===== src/rtl/barril_pkg.sv =====
`default_nettype none
// ---------------------------------------------------------------------------
// barril_pkg: shared colour-index, palette and roll-phase types.  Rev 1.0
// ---------------------------------------------------------------------------
package barril_pkg;

    typedef logic [1:0] color_idx_t;

    localparam color_idx_t IDX_TRANSPARENT = 2'b00;
    localparam color_idx_t IDX_BODY        = 2'b01;
    localparam color_idx_t IDX_RIM         = 2'b10;
    localparam color_idx_t IDX_BAND        = 2'b11;

    localparam logic [23:0] RGB_NONE = 24'h000000;
    localparam logic [23:0] RGB_BODY = 24'h8B4513;
    localparam logic [23:0] RGB_RIM  = 24'hFF8C00;
    localparam logic [23:0] RGB_BAND = 24'h4A2810;

    typedef enum logic [1:0] {
        ROLL_0  = 2'd0,
        ROLL_H  = 2'd1,
        ROLL_HV = 2'd2,
        ROLL_V  = 2'd3
    } roll_phase_t;

    function automatic logic [23:0] palette(input color_idx_t idx);
        logic [23:0] rgb;
        case (idx)
            IDX_BODY: rgb = RGB_BODY;
            IDX_RIM:  rgb = RGB_RIM;
            IDX_BAND: rgb = RGB_BAND;
            default:  rgb = RGB_NONE;
        endcase
        return rgb;
    endfunction

endpackage
`default_nettype wire


===== src/rtl/barril_roll_ctrl.sv =====
`default_nettype none
// ---------------------------------------------------------------------------
// barril_roll_ctrl: per-frame counter and rolling mirror phase.  Rev 1.0
// ---------------------------------------------------------------------------
module barril_roll_ctrl
    import barril_pkg::*;
#(
    parameter int ROLL_FRAMES = 8
) (
    input  logic clk,
    input  logic reset,
    input  logic frame_start,
    input  logic roll_en,
    output logic h_mirror,
    output logic v_mirror
);

    localparam logic [7:0] WRAP_AT = 8'(ROLL_FRAMES - 1);

    roll_phase_t phase, phase_next;
    logic [7:0]  frame_cnt, frame_cnt_next;
    logic [7:0]  frame_cnt_inc;

    always_ff @(posedge clk) begin
        if (reset) begin
            phase     <= ROLL_0;
            frame_cnt <= 8'd0;
        end else begin
            phase     <= phase_next;
            frame_cnt <= frame_cnt_next;
        end
    end

    always_comb begin
        phase_next     = phase;
        frame_cnt_next = frame_cnt;
        frame_cnt_inc  = frame_cnt + 8'd1;
        h_mirror       = 1'b0;
        v_mirror       = 1'b0;

        // ">=" also covers ROLL_FRAMES == 1, where every frame advances the phase
        if (frame_start && roll_en) begin
            if (frame_cnt_inc >= WRAP_AT) begin
                frame_cnt_next = 8'd0;
                case (phase)
                    ROLL_0:  phase_next = ROLL_H;
                    ROLL_H:  phase_next = ROLL_HV;
                    ROLL_HV: phase_next = ROLL_V;
                    default: phase_next = ROLL_0;
                endcase
            end else begin
                frame_cnt_next = frame_cnt_inc;
            end
        end

        case (phase)
            ROLL_H:  h_mirror = 1'b1;
            ROLL_HV: begin
                h_mirror = 1'b1;
                v_mirror = 1'b1;
            end
            ROLL_V:  v_mirror = 1'b1;
            default: ;
        endcase
    end

endmodule
`default_nettype wire


===== src/rtl/barril_sprite_renderer.sv =====
`default_nettype none
// ---------------------------------------------------------------------------
// barril_sprite_renderer: barrel sprite address generator and RGB stage.  Rev 1.0
// ---------------------------------------------------------------------------
module barril_sprite_renderer
    import barril_pkg::*;
#(
    parameter int SPRITE_W    = 9,
    parameter int SPRITE_H    = 10,
    parameter int ROLL_FRAMES = 8
) (
    input  logic        clk,
    input  logic        reset,
    input  logic        frame_start,
    input  logic [9:0]  pos_x,
    input  logic [9:0]  pos_y,
    input  logic        pos_valid,
    output logic        pos_ready,
    input  logic        roll_en,
    input  logic [9:0]  pix_x,
    input  logic [9:0]  pix_y,
    input  logic        pix_en,
    output logic [9:0]  spr_horz,
    output logic [9:0]  spr_vert,
    input  logic [1:0]  spr_idx,
    output logic        pixel_valid,
    output logic [23:0] pixel_rgb
);

    localparam logic [9:0] SPR_W = 10'(SPRITE_W);
    localparam logic [9:0] SPR_H = 10'(SPRITE_H);

    logic [9:0] act_x, act_y;
    logic [9:0] pend_x, pend_y;
    logic       pend_full;
    logic       h_mirror, v_mirror;
    logic [9:0] dx, dy, col, row;
    logic       hit0, hit1;
    logic       opaque;

    assign pos_ready = !pend_full;

    // Active position only moves at frame_start so a frame is never torn.
    always_ff @(posedge clk) begin
        if (reset) begin
            act_x     <= 10'd0;
            act_y     <= 10'd0;
            pend_x    <= 10'd0;
            pend_y    <= 10'd0;
            pend_full <= 1'b0;
        end else begin
            if (frame_start && pend_full) begin
                act_x     <= pend_x;
                act_y     <= pend_y;
                pend_full <= 1'b0;
            end
            if (pos_valid && !pend_full) begin
                pend_x    <= pos_x;
                pend_y    <= pos_y;
                pend_full <= 1'b1;
            end
        end
    end

    barril_roll_ctrl #(
        .ROLL_FRAMES (ROLL_FRAMES)
    ) u_roll_ctrl (
        .clk         (clk),
        .reset       (reset),
        .frame_start (frame_start),
        .roll_en     (roll_en),
        .h_mirror    (h_mirror),
        .v_mirror    (v_mirror)
    );

    // Modular subtraction: pixels left of / above the sprite wrap to large values.
    always_comb begin
        dx   = pix_x - act_x;
        dy   = pix_y - act_y;
        hit0 = pix_en && (dx < SPR_W) && (dy < SPR_H);
        col  = h_mirror ? (SPR_W - 10'd1 - dx) : dx;
        row  = v_mirror ? (SPR_H - 10'd1 - dy) : dy;
    end

    always_ff @(posedge clk) begin
        if (reset) begin
            spr_horz <= 10'd0;
            spr_vert <= 10'd0;
            hit1     <= 1'b0;
        end else begin
            spr_horz <= hit0 ? col : 10'd0;
            spr_vert <= hit0 ? row : 10'd0;
            hit1     <= hit0;
        end
    end

    assign opaque = hit1 && (spr_idx != IDX_TRANSPARENT);

    always_ff @(posedge clk) begin
        if (reset) begin
            pixel_valid <= 1'b0;
            pixel_rgb   <= RGB_NONE;
        end else begin
            pixel_valid <= opaque;
            pixel_rgb   <= opaque ? palette(spr_idx) : RGB_NONE;
        end
    end

endmodule
`default_nettype wire


===== config.mk =====
export PLATFORM = sky130hd
export DESIGN_NAME = barril_sprite_renderer
export DESIGN_NICKNAME = d
export VERILOG_FILES = /design/src/rtl/barril_pkg.sv /design/src/rtl/barril_roll_ctrl.sv /design/src/rtl/barril_sprite_renderer.sv
export SDC_FILE = /design/constraint.sdc
export NUM_CORES = 1
export LEC_CHECK = 0
export BUFFER_PORTS_ARGS = -buffer_cell sky130_fd_sc_hd__buf_2
export CAP_MARGIN = 10
export CORE_MARGIN = 5
export CORE_UTILIZATION = 40
export DETAILED_ROUTE_END_ITERATION = 12
export HOLD_SLACK_MARGIN = 0.05
export PLACE_DENSITY = 0.68
export SLEW_MARGIN = 20
export SYNTH_ARGS = -nofsm -noshare
export SYNTH_HDL_FRONTEND = slang
export SYNTH_SLANG_ARGS = --single-unit

===== constraint.sdc =====
create_clock -name clk -period 3.09 [get_ports clk]
set_input_delay 0.1545 -clock clk [delete_from_list [all_inputs] [get_ports clk]]
set_output_delay 0.1545 -clock clk [all_outputs]
set_load 0.01 [all_outputs]

==> results.md <==
- Register area share after synthesis: 0.397
- Peak supply drop: 269 uV
- Crit end category: flop
- Drt first pass iters: 4
- Final Hold Viols: 0
- Area Overhead vs Synth: 21.6%
- Worst Skew: 0.00862 ns
- I/O Pins: 94
- Post-synth cell types: 58
- Core area: 9820 sq um
- Gr usage total: 0.150
- Critical Path, Cell by Cell: ha_1 -> inv_1 -> fa_1 -> xnor2_1 -> nand2_1 -> nand2_1 -> o31ai_1 -> a2111o_1 -> nor4_1
- Routability cong.: 0.856
- Pwr Total: 2.26 mW
- Worst-Skew Late Latency: 0.36 ns
- Overflow after GRT: 0
- Tightest Pin Transition: 0.885 ns
- Clock Tree Buf Depth: 2
- Worst slack, placed: 0.285 ns
- Gate power share: 0.140
- Syn avg cell area: 8.50 sq um
- Width of the die: 110 um
- Clk slew on worst S/H paths: 0.09 ns
- Synth top area cells: dfxtp_1 40%, ha_1 9.6%, nand2_1 8.9%
- Total Routed Length: 8.87 mm
- Internal: 1.65 mW
- Die Span Y: 110 um
- Clock Power Share: 0.385
- Asr flop ratio synth: 0
- Sw frac: 0.267
- Full die area: 12200 sq um
- Flops & latches, synth: 80
- Met3 Use GR: 0.0410
- Dominant cell type by area after synthesis: dfxtp_1
- Clk root buf: clkbuf_8
- Vias per inst: 4.78
- Fraction of layout cells with a size suffix above 1: 0.209
- Post-CTS Repair Setup Buffers: 0
- Clock Sinks: 80
- Setup violation total in the final timing report: 0
- Post-synth EDFFs: 0
- Top Family by Delay on Critical Path: compound AO/OA/AOI/OAI gates
- Vias in the first global route: 3403
- # H-tree levels: 3
- Leak: 2.03 nW
- First-pass GRT wire length: 15.4 mm
- Worst setup margin: 0.305 ns
- Crit path required time: 3.35 ns
- Starting Density: 0.411
- Routed wire per std cell: 12.5 um
- Mapped cell area: 4040 sq um
- Period utilization: 0.901
- Delay of the slowest critical-path stage: 0.70 ns
- Met2 Resource Use GR: 0.248
- Relative slew slack: 0.410
- Pins over their slew limit: 0
- # diodes: 0
- RSZ-0062 raised after global routing: false
- Drt drc: 0
- Power Density: 460 nW/um^2
- Status: finished clean
- Max-cap viol count: 0
- Grt peak-use layer: met2
- Ys flop type: dfxtp_1
- Worst min-delay path category: input pin to flop
- Syn Inst Count: 475
- Final Util: 0.500
- DR iter-0 viols: 139
- Initial antenna violation count: 0
- # fillers: 985
- CP Max Fanout: 15
- Startpoint Class: flop
- Hpwl dp: 6.63 mm
- Crit path buf inv count: 1
- Max Clk Rate: 0.359 GHz
- WS Path Type: flop to flop
- Antenna viol nets, final: 0
- # rows: 36
- Fin crit period: 2.79 ns
- WHS: 0.0640 ns
- Arrival time worst endpoint: 3.04 ns
- Share of total power in sequential cells: 0.475
- Setup_tns: 0 ns
- Nets@finish: 651
- TritonCTS Buffers: 9
- Net switching power: 603 uW
- Met1 Resource Use GR: 0.185
- Yosys top cell area share: 0.397
- Most common cell type on the critical path: nand2_1
- Vias: 3383
- Critical path's slowest cell: a2111o_1
- Largest net degree at the start of global routing: 48
- Synth Warn #: 0
- CTS tree: yes
- IO Port Bufs: 86
-- cells in the mapped netlist (all sizes together) (3+ instances only) --
master,number
a211oi,6
a21o,3
a21oi,49
and2,12
buf,21
clkbuf,15
dfxtp,80
ha,31
inv,29
mux2i,5
nand2,96
nand2b,5
nand3,7
nand4,4
nor2,19
nor2b,5
nor3,4
nor4,15
o21ai,13
or2,3
xnor2,10
xor2,6
-- per-stage QoR --
stage / area, sq um / cells
global placement: 4480 / 672
floorplan: 4080 / 487
detailed placement: 4480 / 672
finish: 4910 / 708
global route: 4910 / 708
CTS: 4900 / 708
-- sequential cells by signal, indices dropped and copies added, names as in the netlist --
name,cells
pend_x,10
pend_full,1
u_roll_ctrl.phase,2
act_x,10
pixel_rgb,7
act_y,10
u_roll_ctrl.frame_cnt,8
spr_horz,10
spr_vert,10
pixel_valid,1
pend_y,10
hit1,1
-- path summary, 6_finish.rpt --
check / start / end / slack [ns] / cells past startpoint
setup / recovery: act_x[0] / spr_vert[5] / 0.30 / 9
setup reg to reg: act_x[0] / spr_vert[5] / 0.30 / 9
hold reg to reg: pend_y[7] / act_y[7] / 0.46 / 2
hold / removal: pos_valid / pend_full / 0.06 / 3
-- layout make-up --
class / instances / area [sq um] / area share
well taps: 133 / 166 / 0.0339
flip-flops and latches: 80 / 1600 / 0.326
inverters: 29 / 109 / 0.0222
clock inverters: 7 / 101 / 0.0206
repair buffers: 108 / 646 / 0.131
clock buffers: 9 / 124 / 0.0252
multi-input cells: 342 / 2160 / 0.441
-- cells in the final DEF (no fill, tap or decap), types with 6 or more instances in the layout --
cell,netlist,layout
a21oi_1,49,49
dfxtp_1,80,80
nor4_2,9,9
dlygate4sd3_1,0,20
nand2_1,96,96
and2_1,12,12
nand3_1,7,7
clkbuf_8,0,9
inv_1,29,29
buf_2,1,86
o21ai_0,11,11
ha_1,31,31
nor4_1,6,6
xor2_1,6,6
conb_1,1,13
nor2_1,19,19
xnor2_1,10,10
-- repair_timing --
action | 4_1_cts | 5_1_grt
endpoints found under the hold margin | 20 | 0
setup endpoints to repair | 0 | 3
hold buffers | 20 | 0
resized for setup | 0 | 1
-- power groups by stage --
stage | Sequential (mW) | Clock (mW) | Combinational [mW]
after global placement | 1.10 | 0 | 0.283
after floorplan | 1.10 | 0 | 0.218
after global routing | 1.08 | 0.940 | 0.357
final | 1.07 | 0.869 | 0.317
after detailed placement | 1.10 | 0 | 0.292
after CTS | 1.07 | 0.892 | 0.312
-- cell families (layout without fill, tap and decap cells) --
family                   after synthesis  in the layout  share of synthesized area
AO/OA/AOI/OAI                         93             93                      0.142
flip-flops                            80             80                      0.397
AND/OR/NAND/NOR                      182            182                      0.226
multiplexers                           5              5                     0.0124
buffers and inverters                 65            153                     0.0815
adder cells (fa/ha/maj)               33             33                      0.106
XOR/XNOR                              16             16                     0.0347
other                                  1             13                   0.000928
-- per-layer routing --
layer	routed length, um	up-vias
li1	-	1769
met2	4120	96
met1	3980	1504
met5	0	-
met4	196	0
met3	570	14
-- worst min-delay path: stages --
cell,delay (ns)
buf_2,0.11
nor2_1,0.08
nor3_1,0.04
Note: power is estimated with default switching activity, not from simulation.
